### src/rtl/mem_arbiter.sv
// mem_arbiter: shares one external memory bus between the fetch port and the MEM-stage data port.
// Latency: req sampled in cycle 0, bus cycle from cycle 1, port ack one cycle after bus_ack (2 cycles minimum).
// Backpressure: one bus cycle outstanding, data port has fixed priority, a waiting port holds req and sees its stall high.
//
// Ports:
//   clk, rst                  core clock; asynchronous active-low reset
//   if_req/if_addr            fetch request in; if_ack/if_rdata/if_err completion out
//   d_req/d_we/d_sel/d_addr/d_wdata   data request in; d_ack/d_rdata/d_err completion out
//   bus_ce/bus_we/bus_sel/bus_addr/bus_wdata   registered bus master outputs
//   bus_rdata/bus_ack         slave response, only looked at during a bus cycle
//   if_stall_o, mem_stall_o   stall requests to the pipeline controller
//
// Build option: define ARB_TIMEOUT_EN to add a WAIT_W-bit watchdog that aborts a bus cycle
// after 2**WAIT_W-1 busy cycles without bus_ack (port gets ack with err=1, rdata=0).
// Without it a bus cycle waits for bus_ack indefinitely and the err outputs stay 0.

module mem_arbiter #(
  parameter int ADDR_W = 32,
  parameter int DATA_W = 32,
  parameter int WAIT_W = 4
) (
  input  logic              clk,
  input  logic              rst,

  input  logic              if_req,
  input  logic [ADDR_W-1:0] if_addr,
  output logic              if_ack,
  output logic [DATA_W-1:0] if_rdata,
  output logic              if_err,

  input  logic              d_req,
  input  logic              d_we,
  input  logic [3:0]        d_sel,
  input  logic [ADDR_W-1:0] d_addr,
  input  logic [DATA_W-1:0] d_wdata,
  output logic              d_ack,
  output logic [DATA_W-1:0] d_rdata,
  output logic              d_err,

  output logic              bus_ce,
  output logic              bus_we,
  output logic [3:0]        bus_sel,
  output logic [ADDR_W-1:0] bus_addr,
  output logic [DATA_W-1:0] bus_wdata,
  input  logic [DATA_W-1:0] bus_rdata,
  input  logic              bus_ack,

  output logic              if_stall_o,
  output logic              mem_stall_o
);

  localparam logic [1:0] ST_IDLE    = 2'd0;
  localparam logic [1:0] ST_IF_BUSY = 2'd1;
  localparam logic [1:0] ST_D_BUSY  = 2'd2;

  if (WAIT_W < 1 || ADDR_W < 1 || DATA_W < 1) begin : g_param_check
    $error("mem_arbiter: ADDR_W, DATA_W and WAIT_W must all be at least 1");
  end

  logic [1:0] state;
  logic       timeout;
  logic       d_new;
  logic       if_new;

  // A req still high in the cycle its own ack is out belongs to the request
  // just completed, so it must not be granted again.
  assign d_new  = d_req  & ~d_ack;
  assign if_new = if_req & ~if_ack;

  assign if_stall_o  = if_req & ~if_ack;
  assign mem_stall_o = d_req  & ~d_ack;

`ifdef ARB_TIMEOUT_EN
  localparam logic [WAIT_W-1:0] WAIT_LIMIT = '1;
  localparam logic [WAIT_W-1:0] WAIT_LAST  = WAIT_LIMIT - WAIT_W'(1);

  logic [WAIT_W-1:0] wait_cnt;

  // wait_cnt holds the number of completed busy cycles, so the cycle that
  // sees WAIT_LAST is busy cycle number WAIT_LIMIT. A bus_ack in that same
  // cycle still completes normally.
  assign timeout = (state != ST_IDLE) & ~bus_ack & (wait_cnt == WAIT_LAST);

  always_ff @(posedge clk or negedge rst) begin
    if (!rst) begin
      wait_cnt <= '0;
    end else if (state == ST_IDLE) begin
      wait_cnt <= '0;
    end else if (!bus_ack) begin
      wait_cnt <= wait_cnt + WAIT_W'(1);
    end
  end
`else
  assign timeout = 1'b0;
`endif

  always_ff @(posedge clk or negedge rst) begin
    if (!rst) begin
      state     <= ST_IDLE;
      bus_ce    <= 1'b0;
      bus_we    <= 1'b0;
      bus_sel   <= '0;
      bus_addr  <= '0;
      bus_wdata <= '0;
      if_ack    <= 1'b0;
      if_rdata  <= '0;
      if_err    <= 1'b0;
      d_ack     <= 1'b0;
      d_rdata   <= '0;
      d_err     <= 1'b0;
    end else begin
      if_ack <= 1'b0;
      d_ack  <= 1'b0;

      case (state)
        ST_IDLE: begin
          if (d_new) begin
            state     <= ST_D_BUSY;
            bus_ce    <= 1'b1;
            bus_we    <= d_we;
            bus_sel   <= d_sel;
            bus_addr  <= d_addr;
            bus_wdata <= d_wdata;
          end else if (if_new) begin
            state     <= ST_IF_BUSY;
            bus_ce    <= 1'b1;
            bus_we    <= 1'b0;
            bus_sel   <= 4'b1111;
            bus_addr  <= if_addr;
            bus_wdata <= '0;
          end
        end

        // Exit happens only on bus_ack or timeout, so ~bus_ack marks an abort.
        ST_IF_BUSY: begin
          if (bus_ack || timeout) begin
            state    <= ST_IDLE;
            bus_ce   <= 1'b0;
            if_ack   <= 1'b1;
            if_err   <= ~bus_ack;
            if_rdata <= bus_ack ? bus_rdata : '0;
          end
        end

        ST_D_BUSY: begin
          if (bus_ack || timeout) begin
            state   <= ST_IDLE;
            bus_ce  <= 1'b0;
            d_ack   <= 1'b1;
            d_err   <= ~bus_ack;
            // stores return zero, as do aborted accesses
            d_rdata <= (bus_ack && !bus_we) ? bus_rdata : '0;
          end
        end

        default: begin
          state  <= ST_IDLE;
          bus_ce <= 1'b0;
        end
      endcase
    end
  end

endmodule

### config.mk
export PLATFORM = sky130hd
export DESIGN_NAME = mem_arbiter
export DESIGN_NICKNAME = d
export VERILOG_FILES = /design/src/rtl/mem_arbiter.sv
export SDC_FILE = /design/constraint.sdc
export NUM_CORES = 1
export LEC_CHECK = 0
export BUFFER_PORTS_ARGS = -buffer_cell sky130_fd_sc_hd__buf_2
export CORE_MARGIN = 2
export CORE_UTILIZATION = 46
export CTS_CLUSTER_SIZE = 10
export DETAILED_ROUTE_END_ITERATION = 10
export PLACE_DENSITY = 0.92
export SLEW_MARGIN = 15
export SYNTH_ARGS = -nofsm -noshare
export SYNTH_HDL_FRONTEND = slang
export SYNTH_SLANG_ARGS = --single-unit
### constraint.sdc
create_clock -name clk -period 2.15 [get_ports clk]
set_input_delay 0.215 -clock clk [delete_from_list [all_inputs] [get_ports clk]]
set_output_delay 0.215 -clock clk [all_outputs]
set_load 0.1 [all_outputs]
==> impl_metrics.ini, run 1 <==
[outcome]
status = finished, final reports clean

[yosys]
synth_edf_count = 0
async_reset_ff_frac = 1.00
yosysSeqAreaShare = 0.611
synthCells = 423
yosys_register_bits = 140
synth.area.top_cells = dfrtp_1, mux2_2, a22o_1, nand2b_1, o21ai_0
yosys_warnings = 0
synth_cell_types = 20
netlist.area_leader.share = 0.611
syn_avg_cell_area_um2 = 13.6
synth_top_flop_cell = dfrtp_1
synth_area_leader_cell = dfrtp_1
syn-cell-area_mm2 = 0.00573
synth_nets = 564

[floorplan]
fp.dieH_um = 116
ios = 278
die_area_mm2 = 0.0134
die_w_um = 116
rows = 40
core_area_mm2 = 0.0121
initial_core_util = 0.473

[worst_setup_path]
crit_fanout = 22
crit-reg2reg-launch = d_ack$_DFF_PN0_
r2r_end = bus_wdata[6]$_DFFE_PN0P_
rrSetupSlack_ns = 0.20
path_class = reg -> out
crit_required_ns = 1.93
crit_path_start_kind = flip-flop
cp.arrival_ns = 1.83
cp-end-kind = output pin
ff2ff_path_depth = 4

[placed_design]
portBuffers = 277
place_inst = 851
place.gp.congestion = 0.772
post-place-ws_ns = 0.190
dp_hpwl_mm = 10.8

[timing]
finalCritPeriodShare = 0.951
setup-tns-final_ns = 0
rsz0062_at_grt = no
fin_crit_ns = 2.04
setup_viol = 0
tightest_slew_ns = 0.845
skew_ns = 0.00796
finalHoldViolCount = 0
fmax_mhz = 489
drv_slew = 0
layout_setup_ws_ns = 0.106
slew_headroom = 0.435

[worst_hold_path]
hold_end = bus_wdata[5]$_DFFE_PN0P_
whs_path_depth = 2
hold_path_class = in -> reg
min_from = d_wdata[5]

[drt]
drc = 0
drt_iter0_drc = 252
firstDrtPassIters = 4
wl_mm = 14.8
wl_per_cell_um = 16.7
viasPerCell = 4.95
num_vias = 4384
detail-route-antenna-nets = 0

[layout]
drive_gt1_frac = 0.588
finalNetCount = 844
postLayoutCoreUtil = 0.651
syn_to_final_growth_pct = 37.5
fin_cells = 886
fillCellCount = 932
multi_input_area_mm2 = 0.00206
final_cell_mix = buf_2, dfrtp_1, mux2_2
seq_area_mm2 = 0.00351
mostFrequentLayoutCell = buf_2

[clocking]
path_clk_slew_ns = 0.06
worstSkewPairLatency_ns = 0.41
cts_buffer_depth = 2
clockRootBuffer = clkbuf_16
htree_num_levels = 4
numCtsBuffers = 17
cts.sinks = 140
cts_tree = done

[global_routing]
overflow = 0
grtUsageTotal = 0.222
grt_pass1_wl_mm = 22.6
antenna_found_initial = 2
grt_max_degree = 67
grt_pass1_vias = 4517

[job]
maxCapViolations = 0
per-layer routing:
layer	vias up	track usage	share of wire
li1	2033	-	-
met1	2147	0.254	0.39
met2	181	0.377	0.51
met3	23	0.0847	0.079
met4	0	0.0921	0.025
met5	-	0	0
timing repair:
item,CTS,global route
hold buffers,1,0
gates resized for setup,0,0
setup buffers,0,0
hold endpoints to repair,52,0
layout make-up:
| type | instances | share of cell area |
|---|---|---|
| multi-input cells | 250 | 0.261 |
| well taps | 168 | 0.0267 |
| flip-flops and latches | 140 | 0.445 |
| diodes | 2 | 0.000635 |
| clock buffers | 22 | 0.0589 |
| clock inverters | 10 | 0.0117 |
| repair buffers | 287 | 0.191 |
| inverters | 7 | 0.00429 |
state kept, by name (all words and copies together), names as in the netlist, 2 cells and up:
signal / cells
bus_addr: 32
bus_sel: 4
bus_wdata: 32
d_rdata: 32
if_rdata: 32
state: 2
metrics by stage:
stage / instance area, um2 / hold slack (ns)
after floorplan: 5760 / -0.0806
after global placement: 7310 / 0.206
after detailed placement: 7310 / 0.205
after CTS: 7880 / 0.00949
after global routing: 7880 / 0.0128
final: 7880 / 0.0263
cell families (layout without fill, tap and decap cells):
| group | count (synthesis) | in the layout | share of synthesized area |
|---|---|---|---|
| flip-flops | 140 | 140 | 0.611 |
| other | 0 | 2 | 0 |
| adder cells (fa/ha/maj) | 3 | 3 | 0.00655 |
| buffers and inverters | 33 | 326 | 0.0327 |
| AND/OR/NAND/NOR | 74 | 74 | 0.0663 |
| AO/OA/AOI/OAI | 77 | 77 | 0.0949 |
| multiplexers | 96 | 96 | 0.189 |
Yosys cell counts, types with 3 or more instances:
library cell / instances
o22a_1: 5
clkbuf_1: 10
dfrtp_1: 140
buf_2: 9
mux2_2: 96
ha_1: 3
buf_6: 7
a21oi_1: 3
o21ai_0: 33
nand2_1: 35
nand2b_1: 33
a22o_1: 33
inv_1: 7
worst max-delay path, stage by stage (launching register included):
cell and delay, ns:
dfrtp_4 0.47, nand2b_4 0.30, clkinvlp_4 0.18, buf_2 0.46
how the worst max path moves through the flow:
| stage | slack, ns | end | from |
|---|---|---|---|
| CTS | 0.09 | mem_stall_o | d_ack$_DFF_PN0_ |
| detailed placement | 0.19 | bus_wdata[13]$_DFFE_PN0P_ | d_ack$_DFF_PN0_ |
| global placement | 0.26 | bus_wdata[6]$_DFFE_PN0P_ | d_ack$_DFF_PN0_ |
| finish | 0.11 | mem_stall_o | d_ack$_DFF_PN0_ |
| floorplan | 0.01 | bus_wdata[10]$_DFFE_PN0P_ | d_ack$_DFF_PN0_ |
| global route | 0.03 | mem_stall_o | d_ack$_DFF_PN0_ |
Power of run 1 is not shown: default switching activity piles up to over one toggle a cycle in this logic, so the estimate is an artifact.
==> run 2: changes to the inputs <==
==> config.mk (replaced) <==
export PLATFORM = sky130hd
export DESIGN_NAME = mem_arbiter
export DESIGN_NICKNAME = d
export VERILOG_FILES = /design/src/rtl/mem_arbiter.sv
export SDC_FILE = /design/constraint.sdc
export NUM_CORES = 1
export LEC_CHECK = 0
export ABC_AREA = 1
export BUFFER_PORTS_ARGS = -buffer_cell sky130_fd_sc_hd__buf_2
export CORE_MARGIN = 2
export CORE_UTILIZATION = 47
export CTS_CLUSTER_SIZE = 10
export DETAILED_ROUTE_END_ITERATION = 10
export PLACE_DENSITY = 0.93
export SYNTH_ARGS = -nofsm -noshare
export SYNTH_HDL_FRONTEND = slang
export SYNTH_SLANG_ARGS = --single-unit
==> run 2 against run 1 <==
Effect of this change:
- cell count grew 30%
- sequential cell count is the same
- maximum frequency grew 18%
- non-clock buffer count grew 16
- critical path type unchanged
- critical endpoint is now if_stall_o
- largest cell class unchanged
==> impl_metrics.ini, run 2 <==
[floorplan]
die_w_um = 116
core_area_mm2 = 0.0125
die_area_mm2 = 0.0136
ios = 278
fp.dieH_um = 116
rows = 41
initial_core_util = 0.477

[yosys]
synth_xor_area_frac = 0
synth_simple_gate_area_frac = 0.267
synth-adder-area-share = 0.00632
syn-cell-area_mm2 = 0.00594
yosys_register_bits = 140
synth_nets = 827
synth_mux_area_frac = 0
synth_cell_types = 19
async_reset_ff_frac = 1.00
synth-compound-area-share = 0.0682
synth.area.top_cells = dfrtp_1, nand2_1, nand3_1, o31ai_1, o21ai_0
netlist.area_leader.share = 0.589
synth_top_family_by_area = simple AND/OR/NAND/NOR gates
yosysSeqAreaShare = 0.589
yosys_warnings = 0
synth_top_flop_cell = dfrtp_1
synth_most_common_cell = nand2_1
netlist_top_cells_count = nand2_1, dfrtp_1, nand3_1, inv_1, o21ai_0
syn_avg_cell_area_um2 = 8.66
synth_area_leader_cell = dfrtp_1
synthCells = 686
synth_edf_count = 0

[timing]
setup-tns-final_ns = 0
drv_slew = 0
setup_viol = 0
finalHoldViolCount = 0
fin_crit_ns = 1.73
skew_ns = 0.0110
fmax_mhz = 577
rsz0062_at_grt = no
slew_headroom = 0.607
tightest_slew_ns = 0.589
finalCritPeriodShare = 0.805

[layout]
drive_gt1_frac = 0.333
mostFrequentLayoutCell = nand2_1
syn_to_final_growth_pct = 38.4
final_cell_mix = nand2_1, buf_2, dfrtp_1
fillCellCount = 995
fin_cells = 1150
finalNetCount = 1105

[global_routing]
antenna_found_initial = 0
grtUsageTotal = 0.249
grt_max_degree = 66
grt_pass1_vias = 5285
grt_pass1_wl_mm = 25.8
overflow = 0

[worst_setup_path]
path_class = reg -> out
cp.arrival_ns = 1.52
crit_required_ns = 1.93
cp-end-kind = output pin
crit_path_start_kind = flip-flop
ff2ff_path_depth = 7
crit_fanout = 3

[job]
maxCapViolations = 0

[clocking]
path_clk_slew_ns = 0.06
cts.sinks = 140
cts_buffer_depth = 2
clockRootBuffer = clkbuf_16
htree_num_levels = 4
worstSkewPairLatency_ns = 0.42
numCtsBuffers = 17
post_cts_buffers = 0
cts_tree = done

[worst_hold_path]
hold_path_class = in -> reg
whs_path_depth = 3

[drt]
num_vias = 5685
viasPerCell = 4.94
drt_iter0_drc = 513
wl_per_cell_um = 14.8
detail-route-antenna-nets = 0
wl_mm = 17.0
drc = 0
firstDrtPassIters = 5

[outcome]
status = finished, final reports clean

[placed_design]
portBuffers = 277
place_inst = 1103
place.gp.congestion = 0.798
dp_hpwl_mm = 11.9
==> run 2: cell types whose count changed in the layout (fill, tap and decap cells not counted), sizes merged, moves of 3 or more <==
cell,change
inv,+40
buf,+3
nand2,+281
nor2,+6
a21oi,-4
o22a,-5
clkinv,-6
nand3,+66
nand2b,-34
mux2,-96
dlygate4sd3,+13
a22o,-33
o31ai,+30
==> run 2: kinds of logic after synthesis <==
| family | Yosys count |
|---|---|
| fa+ha+maj | 3 |
| compound gates | 66 |
| simple gates | 390 |
| buf+inv | 87 |
| flops | 140 |
==> run 2: layer usage <==
layer | track usage | vias to the layer above | wire length (um)
met5 | 0 | - | 0
met4 | 0.123 | 0 | 458
met3 | 0.0618 | 40 | 1080
met2 | 0.423 | 258 | 8750
met1 | 0.298 | 2654 | 6710
li1 | - | 2733 | -
==> run 2: cell type report <==
class / instances / area (um2) / share of cell area
Antenna cell: 1 / 2.50 / 0.000304
Clock buffer: 23 / 478 / 0.0581
Clock inverter: 9 / 133 / 0.0161
Inverter: 43 / 161 / 0.0196
Multi-Input combinational cell: 459 / 2030 / 0.247
Sequential cell: 140 / 3500 / 0.426
Tap cell: 172 / 215 / 0.0262
Timing Repair Buffer: 303 / 1700 / 0.207
==> run 2: through the flow <==
step	hold slack [ns]	area, um2	setup slack [ns]	utilization
after global placement	0.233	7470	0.691	0.600
after global routing	0.00360	8220	0.323	0.660
after CTS	0.000835	8220	0.386	0.660
after floorplan	-0.0806	5940	0.0683	-
final	0.0181	8230	0.418	0.660
after detailed placement	0.239	7470	0.614	0.600
==> run 2: repair_timing <==
item | in CTS | in global routing
hold endpoints to repair | 73 | 0
resized for setup | 0 | 0
hold buffers | 14 | 0
==> run 2: critical path, stage by stage, from the launching register on <==
cell     delay (ns)
dfrtp_1        0.38
inv_1          0.05
nand2_1        0.13
inv_1          0.11
buf_2          0.44
==> run 2: path summary, 6_finish.rpt <==
kind	startpoint	endpoint	slack (ns)
min	d_wdata[14]	bus_wdata[14]$_DFFE_PN0P_	0.02
min in group asynchronous	rst	d_rdata[22]$_DFFE_PN0P_	0.40
max reg2reg	state[1]$_DFFE_PN0P_	bus_wdata[21]$_DFFE_PN0P_	0.55
min reg2reg	bus_wdata[6]$_DFFE_PN0P_	bus_wdata[6]$_DFFE_PN0P_	0.47
max in group asynchronous	rst	bus_wdata[2]$_DFFE_PN0P_	1.10
max	if_ack$_DFF_PN0_	if_stall_o	0.42
Power of run 2 is left out for the same reason.
==> run 3: changes to the inputs <==
--- a/config.mk
+++ b/config.mk
@@ -8,10 +8,10 @@
 export ABC_AREA = 1
 export BUFFER_PORTS_ARGS = -buffer_cell sky130_fd_sc_hd__buf_2
 export CORE_MARGIN = 2
-export CORE_UTILIZATION = 47
+export CORE_UTILIZATION = 42
 export CTS_CLUSTER_SIZE = 10
 export DETAILED_ROUTE_END_ITERATION = 10
-export PLACE_DENSITY = 0.93
+export PLACE_DENSITY = 0.88
 export SYNTH_ARGS = -nofsm -noshare
 export SYNTH_HDL_FRONTEND = slang
 export SYNTH_SLANG_ARGS = --single-unit
==> constraint.sdc (replaced) <==
create_clock -name clk -period 1.4 [get_ports clk]
set_input_delay 0.14 -clock clk [delete_from_list [all_inputs] [get_ports clk]]
set_output_delay 0.14 -clock clk [all_outputs]
set_load 0.1 [all_outputs]
==> run 3 against run 2 <==
Effect of this change:
- the run now ends with negative setup slack left
- largest cell class unchanged
- cell count grew 8.3%
- clock skew shrank 0.0047 ns
- die area grew 11%
- critical path depth grew 3
- critical path type is now reg -> reg
==> impl_metrics.ini, run 3 (synthesis results as in run 2) <==
[timing]
rsz0062_at_grt = yes
fin_crit_ns = 1.48
slew_headroom = 0.645
layout_setup_ws_ns = -0.0791
fmax_mhz = 676
drv_slew = 0
setup_viol = 32
skew_ns = 0.00630
finalCritPeriodShare = 1.06
tightest_slew_ns = 0.536
finalHoldViolCount = 0

[worst_setup_path]
crit-reg2reg-launch = state[0]$_DFFE_PN0P_
path_buf_inv = 3
endpoint = bus_wdata[22]$_DFFE_PN0P_
ff2ff_path_depth = 7
path_class = reg -> reg
crit_fanout = 15
crit_required_ns = 1.75
cp-end-kind = flip-flop
crit_path_start_kind = flip-flop
critPathSlowestCell = dfrtp_1
crit_cells = 7
critical_path.top_delay_family = simple AND/OR/NAND/NOR gates
startpoint = state[0]$_DFFE_PN0P_
rrSetupSlack_ns = -0.08
r2r_end = bus_wdata[22]$_DFFE_PN0P_
cp_cell_sequence = inv_2, ha_4, inv_2, nor2_4, clkbuf_16, nand2_1, nand2_1
max_stage_delay_ns = 0.41
cp.arrival_ns = 1.83

[layout]
final_cell_mix = nand2_1, buf_2, dfrtp_1
mostFrequentLayoutCell = nand2_1
drive_gt1_frac = 0.383
syn_to_final_growth_pct = 62.0
postLayoutCoreUtil = 0.696
finalNetCount = 1193

[outcome]
violations = negative setup slack
status = finished with violations

[drt]
top_layer = met5
detail-route-antenna-nets = 0
wl_per_cell_um = 17.1
num_vias = 6410
drt_iter0_drc = 358
routedLengthMet1_mm = 7.55
wl_met2_mm = 10.8
drc = 0
wl_mm = 21.3
viasPerCell = 5.14
firstDrtPassIters = 5
route.met3.wl_mm = 1.67

[floorplan]
ios = 278
rows = 43
fp.dieH_um = 123
initial_core_util = 0.430
core_area_mm2 = 0.0138
die_area_mm2 = 0.0151
die_w_um = 123

[worst_hold_path]
hold_path_class = in -> reg

[global_routing]
antenna_found_initial = 2
grt_pass1_vias = 6200
grtUsageTotal = 0.265
overflow = 0
grt_pass1_wl_mm = 30.4
grt_max_degree = 41

[clocking]
path_clk_slew_ns = 0.06
worstSkewPairLatency_ns = 0.42
numCtsBuffers = 17
cts.sinks = 140
clockRootBuffer = clkbuf_16
htree_num_levels = 4
cts_tree = done
cts_buffer_depth = 2

[placed_design]
post-place-ws_ns = -0.0130
portBuffers = 277
place.gp.congestion = 0.811
dp_hpwl_mm = 12.0

[job]
maxCapViolations = 0
## run 3: changes by cell type in the layout (fill, tap and decap cells not counted), moves of 9 or more
cell	before	now
nand2_4	2	11
clkbuf_4	0	14
buf_2	275	257
buf_4	7	23
buf_12	6	17
nand2_2	1	18
nand2_1	312	284
dlygate4sd3_1	14	68
## run 3: how the worst min path moves through the flow
stage	cells after the start	endpoint	startpoint	slack, ns
2_1_floorplan	0	bus_addr[0]$_DFFE_PN0P_	rst	-0.16
3_3_place_gp	1	d_rdata[18]$_DFFE_PN0P_	rst	0.07
3_5_place_dp	1	if_rdata[18]$_DFFE_PN0P_	rst	0.07
4_1_cts	3	d_rdata[15]$_DFFE_PN0P_	bus_rdata[15]	0.007
5_1_grt	5	bus_addr[20]$_DFFE_PN0P_	if_addr[20]	0.04
6_report	5	bus_addr[17]$_DFFE_PN0P_	if_addr[17]	0.04
## run 3: cell type report
cell class	count	area, um2
well taps	180	225
multi-input cells	459	2250
clock inverters	14	218
inverters	43	174
diodes	1	2.50
flip-flops and latches	140	3510
clock buffers	18	439
fillers	960	4200
repair buffers	391	2810
## run 3: worst reg2reg max path: cells and delay by family, from the launching register on
| family | cells | cell delay [ns] |
|---|---|---|
| AND/OR/NAND/NOR | 3 | 0.41 |
| adder cells (fa/ha/maj) | 1 | 0.20 |
| buffers and inverters | 3 | 0.40 |
| flip-flops | 1 | 0.41 |
## run 3: layer usage
metal,track usage,vias to the layer above
met2,0.457,376
met4,0.168,2
met3,0.0706,106
met1,0.287,3019
met5,0,-
li1,-,2907
## run 3: through the flow
step | cell area (um2) | hold slack (ns) | TNS, ns | cells
6_report | 9630 | 0.0370 | -1.16 | 1246
4_1_cts | 9260 | 0.00664 | -0.819 | 1235
3_3_place_gp | 7740 | 0.0673 | 0 | 1125
2_1_floorplan | 5970 | -0.156 | -0.381 | 686
5_1_grt | 9630 | 0.0437 | -3.22 | 1246
3_5_place_dp | 7740 | 0.0738 | -0.0164 | 1125
## run 3: repair_timing
item / 4_1_cts / 5_1_grt
pin swaps: 2 / 12
setup endpoints to repair: 40 / 90
buffers inserted: 8 / 6
gates cloned: 2 / 4
resized for setup: 10 / 67
hold buffers: 68 / 0
hold endpoints to repair: 230 / 0
Power of run 3 is left out for the same reason.
